<file path="config.mk">
export PLATFORM = sky130hd
export DESIGN_NAME = note_sequencer
export DESIGN_NICKNAME = d
export VERILOG_FILES = /design/src/rtl/music_pkg.sv /design/src/rtl/tick_timer.sv /design/src/rtl/note_sequencer.sv
export SDC_FILE = /design/constraint.sdc
export NUM_CORES = 1
export LEC_CHECK = 0
export ABC_AREA = 0
export BUFFER_PORTS_ARGS = -buffer_cell sky130_fd_sc_hd__clkbuf_2
export CAP_MARGIN = 15
export CORE_ASPECT_RATIO = 0.5
export CORE_MARGIN = 10
export CORE_UTILIZATION = 66
export CTS_CLUSTER_SIZE = 40
export DETAILED_ROUTE_END_ITERATION = 8
export PLACE_DENSITY = 0.8
export REMOVE_ABC_BUFFERS = 1
export SLEW_MARGIN = 20
export SYNTH_ARGS = -nofsm -noshare
export SYNTH_HDL_FRONTEND = slang
export SYNTH_SLANG_ARGS = --single-unit
</file>
<file path="constraint.sdc">
create_clock -name clk -period 5.8 [get_ports clk]
set_input_delay 0.29 -clock clk [delete_from_list [all_inputs] [get_ports clk]]
set_output_delay 0.29 -clock clk [all_outputs]
set_load 0.05 [all_outputs]
</file>
<file path="src/rtl/music_pkg.sv">
// Shared types for the melody playback path: note index, packed melody entry,
// end marker and sequencer state encoding.
package music_pkg;

   typedef logic [2:0] note_t;

   typedef struct packed {
      logic       rest;
      note_t      note;
      logic [3:0] dur;
   } mel_entry_t;

   localparam logic [7:0] MEL_END = 8'hF0;

   typedef enum logic [1:0] {
      S_IDLE,
      S_FETCH,
      S_PLAY,
      S_ENDSEQ
   } seq_state_t;

endpackage

</file>
<file path="src/rtl/tick_timer.sv">
// Free-running duration tick: raises o_tick for one cycle every TICK_CYCLES
// cycles; i_clr restarts the period and masks the tick.
module tick_timer #(
   parameter int TICK_CYCLES = 3125000
) (
   input  logic clk,
   input  logic resetn,
   input  logic i_clr,
   output logic o_tick
);

   localparam int            CW   = (TICK_CYCLES > 1) ? $clog2(TICK_CYCLES) : 1;
   localparam logic [CW-1:0] LAST = CW'(TICK_CYCLES - 1);

   logic [CW-1:0] r_cnt;

   always_ff @(posedge clk or negedge resetn) begin
      if (!resetn) begin
         r_cnt <= '0;
      end else if (i_clr || (r_cnt == LAST)) begin
         r_cnt <= '0;
      end else begin
         r_cnt <= r_cnt + CW'(1);
      end
   end

   assign o_tick = !i_clr && (r_cnt == LAST);

endmodule

</file>
<file path="src/rtl/note_sequencer.sv">
// Melody table playback feeding the 3-to-8 note decoder.
// Define NOTE_SEQ_LOOP_EN to make playback restart at entry 0 after each pass.
module note_sequencer
   import music_pkg::*;
#(
   parameter int TICK_CYCLES = 3125000,
   parameter int MEL_LEN     = 32
) (
   input  logic                       clk,
   input  logic                       resetn,
   input  logic                       start,
   input  logic                       stop,
   input  logic                       load_we,
   input  logic [$clog2(MEL_LEN)-1:0] load_addr,
   input  logic [7:0]                 load_data,
   output logic [2:0]                 note_sel,
   output logic                       note_on,
   output logic                       busy,
   output logic                       done,
   output logic [$clog2(MEL_LEN)-1:0] step_idx
);

   localparam int IW = $clog2(MEL_LEN);

   seq_state_t    r_state;
   seq_state_t    w_next;
   mel_entry_t    r_table [MEL_LEN];
   logic [IW:0]   r_idx;
   logic [3:0]    r_dur;
   logic [3:0]    r_tcnt;
   note_t         r_note_sel;
   logic          r_note_on;
   logic [IW-1:0] r_step_idx;
   mel_entry_t    w_entry;
   logic          w_end;
   logic          w_tick;
   logic          w_last_tick;

   tick_timer #(.TICK_CYCLES(TICK_CYCLES)) u_tick (
      .clk    (clk),
      .resetn (resetn),
      .i_clr  (r_state != S_PLAY),
      .o_tick (w_tick)
   );

   // r_idx carries one extra bit so running off the end of a full table reads as END
   assign w_entry     = r_table[r_idx[IW-1:0]];
   assign w_end       = (w_entry == MEL_END) || r_idx[IW];
   assign w_last_tick = w_tick && (r_tcnt == r_dur);

   always_ff @(posedge clk or negedge resetn) begin
      if (!resetn) begin
         r_state <= S_IDLE;
      end else begin
         r_state <= w_next;
      end
   end

   always_comb begin
      w_next = r_state;
      if (stop) begin
         w_next = S_IDLE;
      end else begin
         case (r_state)
            S_IDLE:   if (start) w_next = S_FETCH;
            S_FETCH:  w_next = w_end ? S_ENDSEQ : S_PLAY;
            S_PLAY:   if (w_last_tick) w_next = S_FETCH;
            S_ENDSEQ: begin
`ifdef NOTE_SEQ_LOOP_EN
               w_next = (r_idx != '0) ? S_FETCH : S_IDLE;
`else
               w_next = S_IDLE;
`endif
            end
            default:  w_next = S_IDLE;
         endcase
      end
   end

   always_ff @(posedge clk or negedge resetn) begin
      if (!resetn) begin
         for (int i = 0; i < MEL_LEN; i++) r_table[i] <= '0;
      end else if (load_we && (r_state == S_IDLE)) begin
         r_table[load_addr] <= mel_entry_t'(load_data);
      end
   end

   always_ff @(posedge clk or negedge resetn) begin
      if (!resetn) begin
         r_idx      <= '0;
         r_dur      <= '0;
         r_tcnt     <= '0;
         r_note_sel <= '0;
         r_note_on  <= 1'b0;
         r_step_idx <= '0;
      end else begin
         case (r_state)
            S_IDLE: if (w_next == S_FETCH) r_idx <= '0;
            S_FETCH: begin
               if (w_next == S_PLAY) begin
                  r_dur      <= w_entry.dur;
                  r_tcnt     <= '0;
                  r_step_idx <= r_idx[IW-1:0];
                  r_note_on  <= !w_entry.rest;
                  // a rest keeps the previous note selected so the decoder input stays stable
                  if (!w_entry.rest) r_note_sel <= w_entry.note;
               end
            end
            S_PLAY: begin
               if (w_tick) r_tcnt <= r_tcnt + 4'd1;
               if (w_next == S_FETCH) r_idx <= r_idx + (IW+1)'(1);
            end
            S_ENDSEQ: r_idx <= '0;
            default: ;
         endcase
         if (w_next != S_PLAY) r_note_on <= 1'b0;
      end
   end

   assign note_sel = r_note_sel;
   assign note_on  = r_note_on;
   assign step_idx = r_step_idx;
   assign busy     = (r_state != S_IDLE);
   assign done     = (r_state == S_ENDSEQ);

endmodule

</file>
## Yosys cells after proc, flatten, opt, wreduce, memory -nomap -nowiden

Index checks and enable logic that the tools add are counted.

| word-level totals | value |
|---|---|
| word-level logic and storage cells | 167 |
| input bits | 18 |
| output and inout bits | 11 |
| flip-flop bits (word level) | 303 |

| operators by class | value |
|---|---|
| bitwise gates (word level) | 3 |
| reduce and logical (&&, ||, !) cells | 19 |
| $lt $le $gt $ge | 3 |
| equal/unequal tests | 14 |
| add/sub/neg operators | 3 |
| muxes and demuxes | 21 |

Operators with widths:

| operator | count |
|---|---|
| $bwmux 256 | 1 |
| $bmux 8 s5 | 1 |
| $demux 8 s5 | 1 |
| $mux 8 | 3 |
| $add 22x1->22 const B | 1 |
| $eq 22x22->1 const B | 1 |
| $mux 22 | 1 |
| $pmux 6 s3 | 1 |
| $ge 6x6->1 const B | 2 |
| $mux 6 | 2 |
| $not 5->6 | 2 |
| $ne 2x2->1 const B | 5 |
| $reduce_and 3->1 | 3 |
| $eq 8x8->1 const B | 1 |
| $mux 4 | 2 |
| $pmux 2 s4 | 1 |
| $pmux 4 s2 | 1 |
| $reduce_bool 2->1 | 4 |
| $add 6x1->6 const B | 1 |
| $eq 2x2->1 const B | 3 |
| $lt 6x1->1 const B | 1 |
| $mux 2 | 3 |
| $add 4x1->4 const B | 1 |
| $eq 2x1->1 const B | 2 |
| 10 further kinds | 19 |

## Longest topological paths before layout

| depth | value |
|---|---|
| depth in word-level cells | 13 |
| depth in mapped cells | 11 |
| depth with buffers taken out | 8 |

## Cells and area by module

A second synthesis with hierarchy kept.

| second synthesis, totals | value |
|---|---|
| cell total of the unflattened synthesis | 1010 |
| area, all modules | 14345.0 sq um |

By module, submodules not included:

| module | seq. area each (sq um) | times used | area an instance (sq um) | cells an instance |
|---|---|---|---|---|
| note_sequencer | 7031.7 | 1 | 13208.9 | 890 |
| tick_timer | 550.5 | 1 | 1136.1 | 120 |

## Least setup slack after synthesis

OpenSTA, ideal clock, no wires.

| timing | value |
|---|---|
| kind | reg2reg |
| start | reg r_idx[0] |
| end | reg r_dur[0] |
| clock period less this slack | 2.677 ns |
| required time | 5.675 ns |
| buffers on the path | 4 |
| path slack | 3.123 ns |
| cell stages (with the launch flop) | 11 |
| setup time | 0.125 ns |
| data arrival time | 2.552 ns |
| path through | dfrtp_1 -> buf_6 -> buf_6 -> buf_2 -> mux4_2 -> a22oi_1 -> nand2_1 -> a21o_1 -> a41oi_2 -> buf_6 -> mux2_4 |

| on the way | value |
|---|---|
| cells in the longest elaborated chain, start to end | 11 |

Ends and longest elaborated chain:

| what | line | RTL |
|---|---|---|
| from (decl) | note_sequencer.sv:28 | `logic [IW:0] r_idx;` |
| from (signal assigned) | note_sequencer.sv:111 | `if (w_next == S_FETCH) r_idx <= r_idx + (IW+1)'(1);` |
| $not 5->6 (implied by the code) (*) | note_sequencer.sv:47 | `assign w_entry = r_table[r_idx[IW-1:0]];` |
| $bmux 8 s5 (*) | note_sequencer.sv:47 |  |
| $mux 8 (implied by the code) (*) (2 in a row) | note_sequencer.sv:47 |  |
| $eq 8x8->1 | note_sequencer.sv:48 | `assign w_end = (w_entry == MEL_END) \|\| r_idx[IW];` |
| $logic_or 1x1->1 | note_sequencer.sv:48 |  |
| $mux 1 | note_sequencer.sv:66 | `S_FETCH: w_next = w_end ? S_ENDSEQ : S_PLAY;` |
| $pmux 2 s4 | note_sequencer.sv:64 | `case (r_state)` |
| $mux 2 | note_sequencer.sv:61 | `if (stop) begin` |
| $eq 2x2->1 | note_sequencer.sv:100 | `if (w_next == S_PLAY) begin` |
| $reduce_and 2->1 (no source line) | -- |  |
| to (signal assigned) | note_sequencer.sv:101 | `r_dur <= w_entry.dur;` |
| to (decl) | note_sequencer.sv:29 | `logic [3:0] r_dur;` |

Every way passes the cells marked *; elsewhere a longest branch is shown, timed or not. The select of a mux whose other input is x is not followed.
A chain may end at the register's enable or synchronous reset.

## Final worst setup path

| timing | value |
|---|---|
| start | reg r_idx[0] |
| end | reg r_step_idx[4], in the netlist step_idx[4] |

| on the way | value |
|---|---|
| cells in the longest elaborated chain, start to end | 11 |

Ends and longest elaborated chain:

| what | line | RTL |
|---|---|---|
| $not 5->6 (implied by the code) | note_sequencer.sv:47 |  |
| $bmux 8 s5 | note_sequencer.sv:47 |  |
| $mux 8 (implied by the code) (2 in a row) | note_sequencer.sv:47 |  |
| $eq 8x8->1 | note_sequencer.sv:48 |  |
| $logic_or 1x1->1 | note_sequencer.sv:48 |  |
| $mux 1 | note_sequencer.sv:66 |  |
| $pmux 2 s4 | note_sequencer.sv:64 |  |
| $mux 2 | note_sequencer.sv:61 |  |
| $eq 2x2->1 | note_sequencer.sv:100 |  |
| $reduce_and 2->1 (no source line) | -- |  |
| to (signal assigned) | note_sequencer.sv:103 | `r_step_idx <= r_idx[IW-1:0];` |
| to (decl) | note_sequencer.sv:33 | `logic [IW-1:0] r_step_idx;` |

Every way passes these cells. The select of a mux whose other input is x is not followed.

==> impl_metrics.py <==
metrics = {
    "outcome": {
        "status": "finished clean",
    },
    "route": {
        "drt-vias-per-instance": 6.68,
        "drt_iter0_drc": 885,
        "drtPass1Iterations": 8,
        "wl_per_cell_um": 25.1,
        "drc": 0,
        "antenna_left": 0,
        "vias": 8508,
        "routed_wirelength_um": 32000,
    },
    "global_route": {
        "grt_pass1_vias": 8932,
        "grtUsageTotal": 0.237,
        "grt_pass1_wl_um": 51200,
        "grt_max_degree": 122,
        "antenna_found_initial": 0,
        "overflow": 0,
    },
    "finish": {
        "nets": 1004,
        "syn_to_final_growth_pct": 8.42,
        "fillers": 1258,
        "drive_gt1_frac": 0.416,
        "diodes": 0,
    },
    "power_and_ir_drop": {
        "p_clk_frac": 0.324,
        "switching_share": 0.263,
        "leakagePower_nw": 6.84,
        "switchingPower_mw": 1.48,
        "p_comb_frac": 0.183,
        "ir_worst_vdd_mv": 0.163,
        "internal_power_mw": 4.16,
        "pwr-share-seq": 0.493,
        "p_per_area_mw_per_mm2": 371,
    },
    "synthesis": {
        "syn-mean-instance-area_um2": 14.3,
        "syn_area_mm2": 0.0140,
        "ys_types": 45,
        "netlist_instances": 981,
        "yosys_warnings": 0,
        "synth_ff_type": "dfrtp_1",
        "yosys_register_bits": 303,
        "yosysSeqAreaShare": 0.541,
        "synth_edf_count": 0,
        "async_flop_share": 1.00,
    },
    "clocking": {
        "cts_hold_buf": 2,
        "clock-sinks": 303,
        "clk-insertion-delay-late_ps": 530,
        "clk_pin_slew_ps": 70,
        "clock_path_buffers": 3,
        "htreeDepth": 1,
        "post-cts-setup-buffers": 0,
        "cts_tree": "yes",
        "cts-root-buf": "clkbuf_16",
        "cts-resized-gates": 0,
        "cts_made_buffers": 26,
    },
    "critical_path": {
        "required_ps": 6210,
        "worstPathArrival_ps": 4360,
        "crit_slowest_cell": "dfrtp_4",
        "path_max_fanout": 37,
        "worstRegToRegCells": 8,
        "critPathKind": "reg -> reg",
        "critPathLaunchType": "register",
        "worstReg2RegStart": "r_idx[0]",
        "cp_top_family": "multiplexers",
        "rrSetupSlack_ps": 1850,
        "rr_endpoint": "step_idx[4]",
        "path_cells": "buf_4 -> mux4_2 -> a22oi_1 -> nand2_1 -> nor4bb_1 -> mux2_2 -> a41oi_2 -> mux2_1",
        "crit_buf_inv": 1,
        "critical_path.endpoint_type": "register",
        "slowest_delay_ps": 940,
    },
    "placement": {
        "gp_congestion": 0.851,
        "io_buffers": 28,
        "dp_hpwl_um": 20400,
    },
    "timing": {
        "clock_skew_ps": 8.88,
        "setup_viol": 0,
        "worst_pin_slew_ps": 1070,
        "hold_viol": 0,
        "period_needed_ps": 3950,
        "relSlewSlack": 0.286,
        "rsz0062_at_grt": "false",
        "hold_slack_ps": 152,
        "fmax_ghz": 0.253,
        "finalCritPeriodShare": 0.681,
        "final_max_slew_viol_count": 0,
        "finalSetupTns_ps": 0,
    },
    "hold_path": {
        "hold_depth": 3,
        "hold_path_end": "r_state[0]",
        "hold_path.class": "in -> reg",
        "min-delay-start": "start",
    },
    "die": {
        "start_util": 0.677,
        "dieArea_mm2": 0.0278,
        "die_h_um": 123,
        "die_w_um": 226,
        "io_pins": 29,
        "rows": 37,
        "fp.coreArea_mm2": 0.0207,
    },
    "flow_run": {
        "timing.max_cap.violations": 0,
    },
}
==> worst max-delay path by stage <==
stage,startpoint,to,depth (start not counted)
after floorplan,r_idx[0],step_idx[0],7
after global placement,r_idx[0],step_idx[0],8
after global routing,r_idx[0],step_idx[4],8
final,r_idx[0],step_idx[4],8
after CTS,r_idx[0],step_idx[4],8
after detailed placement,r_idx[0],step_idx[0],8
==> cell type report <==
| type | count | area (um2) | area share |
|---|---|---|---|
| clock buffers | 39 | 781 | 0.0514 |
| clock inverters | 7 | 110 | 0.00725 |
| inverters | 12 | 45.0 | 0.00297 |
| repair buffers | 40 | 258 | 0.0170 |
| flip-flops and latches | 303 | 7590 | 0.500 |
| multi-input cells | 600 | 6060 | 0.399 |
| well taps | 273 | 342 | 0.0225 |
==> cells in the mapped netlist, types with 5 or more instances <==
master    count  share of area
or3_1        11         0.0049
buf_2         7         0.0025
xor2_1        9         0.0056
a22oi_1      32          0.017
and3_1        5         0.0022
nor3_1        7         0.0025
buf_6         8         0.0064
nand3_1      10         0.0036
xnor2_1      12         0.0075
dfrtp_1     303           0.54
o21ai_0      10         0.0036
nor2_1       49          0.013
a21o_1        5         0.0027
nand2_1      44          0.012
nand4_1       9         0.0040
mux2_2      260           0.21
a21oi_1      13         0.0046
nor2b_1       6         0.0027
mux2_4        6         0.0064
inv_1        12         0.0032
clkbuf_1     47          0.013
mux4_2       64           0.10
==> stage by stage <==
step                cells   util  cell area (um2)  worst slack [ps]  total power [mW]
CTS                  1274  0.734            15200              1810              5.66
global placement     1226  0.690            14300              1960              3.76
floorplan             915      -            13700               814              3.50
finish               1274  0.734            15200              1850              5.64
detailed placement   1226  0.690            14300              1880              3.84
global route         1274  0.734            15200              1560              5.87
==> worst min-delay path: cells and delay by family <==
| kind | cells | cell delay, ps |
|---|---|---|
| buf+inv | 1 | 100 |
| compound gates | 2 | 250 |
==> cell usage in the layout (no fill, tap or decap), drive strengths merged, types with 5 or more instances in the layout <==
cell / Yosys / routed
mux4: 64 / 64
nor3: 7 / 7
inv: 12 / 12
nand3: 10 / 10
nand4: 9 / 9
mux2: 269 / 269
or3: 11 / 11
a21oi: 13 / 13
buf: 19 / 11
xor2: 9 / 9
nor2: 50 / 50
nor2b: 6 / 6
o21ai: 11 / 11
xnor2: 12 / 12
and3: 5 / 5
dfrtp: 303 / 303
nand2: 44 / 44
a21o: 5 / 5
a22oi: 32 / 32
clkbuf: 47 / 66
==> state kept, by name, summed over array words and instances, names as in the netlist <==
signal,count
note_on,1
note_sel,3
r_dur,4
r_idx,6
r_state,2
r_table,256
r_tcnt,4
step_idx,5
u_tick.r_cnt,22
==> power by group through the flow <==
| stage | Combinational [mW] | Sequential, mW | Clock [mW] |
|---|---|---|---|
| 3_3_place_gp | 0.982 | 2.78 | 0 |
| 5_1_grt | 1.11 | 2.83 | 1.93 |
| 4_1_cts | 1.03 | 2.78 | 1.85 |
| 2_1_floorplan | 0.721 | 2.78 | 0 |
| 6_report | 1.03 | 2.78 | 1.83 |
| 3_5_place_dp | 1.03 | 2.81 | 0 |
==> layer usage <==
layer  wire length, um  GRT usage  vias up  part of all wire
met3              2450     0.0480       63             0.077
met1             14000      0.334     4525              0.44
li1                  -          -     3599                 -
met2             14700      0.376      321              0.46
met4               776     0.0591        0             0.024
met5                 0          0        -                 0
==> cell families after synthesis <==
kind of cell | count (synthesis) | share of synthesized area
adders and majority gates | 3 | 0.00268
xor gates and xnor gates | 21 | 0.0131
muxes | 337 | 0.324
AOI/OAI and AO/OA | 75 | 0.0362
DFF | 303 | 0.541
buffers and inverters | 78 | 0.0258
and+or+nand+nor | 164 | 0.0571
No activity file was read; power rests on OpenSTA's default activity.
